$ cat config.mk
export PLATFORM = sky130hd
export DESIGN_NAME = seq_multiplier
export DESIGN_NICKNAME = d
export VERILOG_FILES = /design/src/rtl/seq_mult_pkg.sv /design/src/rtl/seq_mult_absval.sv /design/src/rtl/seq_multiplier.sv
export SDC_FILE = /design/constraint.sdc
export NUM_CORES = 1
export LEC_CHECK = 0
export BUFFER_PORTS_ARGS = -buffer_cell sky130_fd_sc_hd__buf_2
export CORE_MARGIN = 2
export CORE_UTILIZATION = 32
export CTS_BUF_LIST = sky130_fd_sc_hd__clkbuf_16
export CTS_CLUSTER_SIZE = 28
export DETAILED_ROUTE_END_ITERATION = 8
export GPL_TIMING_DRIVEN = 0
export PLACE_DENSITY = 0.47
export SLEW_MARGIN = 10
export SYNTH_ARGS = -nofsm -noshare
export SYNTH_HDL_FRONTEND = slang
export SYNTH_SLANG_ARGS = --single-unit
$ cat constraint.sdc
create_clock -name clk -period 4 [get_ports clk]
set_input_delay 0.8 -clock clk [delete_from_list [all_inputs] [get_ports clk]]
set_output_delay 0.8 -clock clk [all_outputs]
set_load 0.03 [all_outputs]
$ cat src/rtl/seq_mult_pkg.sv
// Shared types and helpers for the sequential shift-add multiplier.
package seq_mult_pkg;

  typedef enum logic [1:0] {
    IDLE  = 2'd0,
    RUN   = 2'd1,
    FIXUP = 2'd2
  } seq_mult_state_e;

  // Width needed to hold an iteration count of 0..width inclusive.
  function automatic int calc_cw(input int width);
    return $clog2(width + 1);
  endfunction

endpackage

$ cat src/rtl/seq_mult_absval.sv
// Conditional two's-complement negate: result = negate ? -value : value.
module seq_mult_absval #(
  parameter int WIDTH = 4
) (
  input  logic [WIDTH-1:0] value,
  input  logic             negate,
  output logic [WIDTH-1:0] result
);

  assign result = negate ? (~value + WIDTH'(1)) : value;

endmodule

$ cat src/rtl/seq_multiplier.sv
// Parametrised shift-add multiplier with start/busy/done handshake and signed mode.
// Optional macro EARLY_TERM_EN ends the RUN phase once the remaining multiplier bits are zero.
module seq_multiplier
  import seq_mult_pkg::*;
#(
  parameter int WIDTH = 4,
  parameter int CW    = calc_cw(WIDTH)
) (
  input  logic                 clk,
  input  logic                 rst_n,
  input  logic                 start,
  input  logic                 is_signed,
  input  logic [WIDTH-1:0]     multiplicand,
  input  logic [WIDTH-1:0]     multiplier,
  output logic [2*WIDTH-1:0]   product,
  output logic                 busy,
  output logic                 done,
  output logic [CW-1:0]        iter_count
);

  localparam int PW = 2 * WIDTH;
  localparam logic [CW-1:0] LAST_ITER = CW'(WIDTH);

  if (WIDTH < 2 || WIDTH > 32) begin : g_bad_width
    $error("seq_multiplier: WIDTH must be in 2..32");
  end

  seq_mult_state_e  state_reg;
  logic             sign_reg;
  logic [PW-1:0]    mcand_sh_reg;
  logic [WIDTH-1:0] mplr_sh_reg;
  logic [PW-1:0]    acc_reg;

  logic             a_neg;
  logic             b_neg;
  logic [WIDTH-1:0] a_mag;
  logic [WIDTH-1:0] b_mag;
  logic [PW-1:0]    acc_fixed;
  logic [PW-1:0]    acc_sum;
  logic [WIDTH-1:0] mplr_shifted;
  logic [CW-1:0]    iter_inc;
  logic             run_last;

  assign a_neg = is_signed & multiplicand[WIDTH-1];
  assign b_neg = is_signed & multiplier[WIDTH-1];

  // |-2^(WIDTH-1)| wraps to 2^(WIDTH-1), which is the correct unsigned magnitude.
  seq_mult_absval #(.WIDTH(WIDTH)) u_abs_a (
    .value  (multiplicand),
    .negate (a_neg),
    .result (a_mag)
  );

  seq_mult_absval #(.WIDTH(WIDTH)) u_abs_b (
    .value  (multiplier),
    .negate (b_neg),
    .result (b_mag)
  );

  seq_mult_absval #(.WIDTH(PW)) u_fixup (
    .value  (acc_reg),
    .negate (sign_reg),
    .result (acc_fixed)
  );

  assign acc_sum      = acc_reg + (mplr_sh_reg[0] ? mcand_sh_reg : '0);
  assign mplr_shifted = mplr_sh_reg >> 1;
  assign iter_inc     = iter_count + CW'(1);

`ifdef EARLY_TERM_EN
  assign run_last = (iter_inc == LAST_ITER) || (mplr_shifted == '0);
`else
  assign run_last = (iter_inc == LAST_ITER);
`endif

  always_ff @(posedge clk or negedge rst_n) begin
    if (!rst_n) begin
      state_reg    <= IDLE;
      sign_reg     <= 1'b0;
      mcand_sh_reg <= '0;
      mplr_sh_reg  <= '0;
      acc_reg      <= '0;
      iter_count   <= '0;
      product      <= '0;
      busy         <= 1'b0;
      done         <= 1'b0;
    end else begin
      done <= 1'b0;
      case (state_reg)
        IDLE: begin
          if (start) begin
            sign_reg     <= a_neg ^ b_neg;
            mcand_sh_reg <= {{WIDTH{1'b0}}, a_mag};
            mplr_sh_reg  <= b_mag;
            acc_reg      <= '0;
            iter_count   <= '0;
            busy         <= 1'b1;
            state_reg    <= RUN;
          end
        end
        RUN: begin
          acc_reg      <= acc_sum;
          mcand_sh_reg <= mcand_sh_reg << 1;
          mplr_sh_reg  <= mplr_shifted;
          iter_count   <= iter_inc;
          if (run_last) begin
            state_reg <= FIXUP;
          end
        end
        FIXUP: begin
          product   <= acc_fixed;
          done      <= 1'b1;
          busy      <= 1'b0;
          state_reg <= IDLE;
        end
        default: state_reg <= IDLE;
      endcase
    end
  end

endmodule

==> metrics <==
outcome=finished clean; Die Span Y=84.2 µm; top_reg_cell synth=dfrtp_1; Max Clock Skew=0.00339 ns; Worst Min Path Start=product[2]$_DFFE_PN0P_; Vias/cell=4.89; Max Clk Rate=424 MHz; CTS sink cnt=36; post-route ant nets=0; synth warn=0; DRT Pass-1 Iters=4; layout cell share with drive strength beyond 1=15.2%; P_leak=0.00116 µW; Area Growth Syn to Fin=17.2%; CTS tree=yes; Placer Congestion=0.768; worst hold stages=2; Setup CP Type=register to register; vias in the first global route=1,616; FFs w/ async S/R, synth=100%; Longest Clk Path Bufs=2; relative slew slack=44.5%; GRT overflow=0; Root Buffer Master=clkbuf_16; Post-CTS Hold Buffers=0; WHS Endpoint=product[2]$_DFFE_PN0P_; CTS buffer count=5; Clk pin slew, worst setup/hold paths=0.05 ns; Resized cells post-CTS=0; Tmin final=2.36 ns; Peak VDD IR=0.290 mV; EDFF count, synth=0; commonest cells after routing, fill and taps aside=nand2_1 (42), dfrtp_1 (36), buf_2 (25); Reg2Reg Setup Slack=1.64 ns; Reg2Reg Depth=8; Final period util=59.0%; unrepaired setup endpoints after global routing=no; ANT cells=0; All-Layer GR Usage=13.9%; #FFs+latches synth=36; worst-margin pin slew=0.833 ns; Multi-input gate area=0.00107 mm²; Hold Fails Final Rpt=0; Die Wd=84.2 µm; FP Rows=29; Mapped Avg Cell Area=9.14 µm²; vias=1,633; Detailed Route Iter0 Violations=59; WL per Instance=13.6 µm; critical path required time=4.14 ns; Pins Over Slew Limit=0; Post-CTS Repair Setup Buffers=0; Core ar.=0.00628 mm²; Data arrival, critical path=2.50 ns; initial antenna violation count=0; die area=0.00708 mm²; Power Density=735 mW/mm²; starting density of the core=32.7%; max-cap viol count=0; Layout fillers=645; first-pass GRT wire length=7680 µm; setup TNS=0 ns; htree depth=2; most common cell after layout, fill and taps aside=nand2_1; # nets final=281; worst min path class=register to register; cell count after synthesis=225; Core Util, Final=38.4%; Mapped Area=0.00206 mm²; r2r startpoint=mplr_sh_reg[0]$_DFFE_PN0P_; HPWL after DPL=3320 µm; sequential standard cell area=901 µm²; Distinct cells, synth=41; RR Endpoint=acc_reg[6]$_DFFE_PN0P_; critical path fanouts, max=9; post-synth net total=250; register area share after synthesis=43.8%; Port Buffers=24; Final setup violation count=0; DRC Markers=0; drt total wl=4530 µm; largest net degree at the start of global routing=37; Worst Setup Start Kind=register; io pins=25; Clk Latency, worst-skew pair=0.28 ns; CP endpoint kind=register
## how the worst max path moves through the flow
| stage | startpoint | to | slack, ns | cells past startpoint |
|---|---|---|---|---|
| floorplan | mplr_sh_reg[0]$_DFFE_PN0P_ | acc_reg[6]$_DFFE_PN0P_ | 1.84 | 8 |
| global placement | mplr_sh_reg[0]$_DFFE_PN0P_ | acc_reg[6]$_DFFE_PN0P_ | 1.61 | 8 |
| detailed placement | mplr_sh_reg[0]$_DFFE_PN0P_ | acc_reg[6]$_DFFE_PN0P_ | 1.62 | 8 |
| CTS | mplr_sh_reg[0]$_DFFE_PN0P_ | acc_reg[6]$_DFFE_PN0P_ | 1.61 | 8 |
| global route | mplr_sh_reg[0]$_DFFE_PN0P_ | acc_reg[6]$_DFFE_PN0P_ | 1.46 | 8 |
| finish | mplr_sh_reg[0]$_DFFE_PN0P_ | acc_reg[6]$_DFFE_PN0P_ | 1.64 | 8 |
## through the flow
step                      total power (µW)  hold slack, ns  setup WS (ns)  instance area (µm²)  std cells
after global routing                  1920           0.493           1.46                 2410        334
final                                 1770           0.470           1.64                 2410        334
after CTS                             1800           0.480           1.61                 2410        334
after floorplan                       1200           0.449           1.84                 2060        225
after detailed placement              1420           0.467           1.62                 2270        326
after global placement                1420           0.459           1.61                 2270        326
## layout make-up
class	count	share of cell area, %
inverters	9	1.40
clock inverters	3	0.468
repair buffers	24	4.99
well taps	77	4.00
plain buffers	10	1.92
multi-input cells	170	44.6
flip-flops and latches	36	37.4
clock buffers	5	5.19
## routing by layer
layer  wire length (µm)  up-vias  track usage [%]
li1                   -      838                -
met1               2160      759             17.4
met2               2120       31             22.7
met3                186        5             3.54
met4                 60        0             6.30
met5                  0        -                0
## Yosys cell counts, types with 3 or more instances
library cell / instances / area, µm²
nand2b_1: 3 / 18.8
nor2_1: 11 / 41.3
o21bai_1: 3 / 22.5
o31ai_1: 6 / 45.0
nand2_1: 42 / 158
a21oi_1: 7 / 35.0
inv_1: 9 / 33.8
o21ai_1: 4 / 20.0
nand3_1: 4 / 20.0
a22oi_1: 3 / 22.5
o21ai_0: 24 / 120
and2_1: 8 / 50.1
a211oi_1: 3 / 22.5
xor2_1: 10 / 87.6
ha_1: 12 / 150
dfrtp_1: 36 / 901
xnor2_1: 3 / 26.3
clkbuf_1: 8 / 30.0
## critical path: stages (launching register included)
cell and delay [ns]:
dfrtp_1 0.47, and2_1 0.20, ha_1 0.22, fa_1 0.42, a21o_2 0.20, a21o_1 0.19
a21oi_1 0.18, mux2i_1 0.19, o311ai_0 0.14
## power by group
group	leakage, µW	internal (µW)	switching [µW]	total [µW]
logic	0.000622	294	486	780
registers	0.000469	507	115	622
clock network	0.0000738	224	144	368
## cell families after synthesis
| family | share of synthesized area (%) |
|---|---|
| buf+inv | 3.89 |
| flops | 43.8 |
| simple gates | 18.9 |
| fa+ha+maj | 8.28 |
| compound gates | 18.6 |
| xor+xnor | 5.54 |
| mux | 0.974 |
No activity file was read; power rests on OpenSTA's default activity.
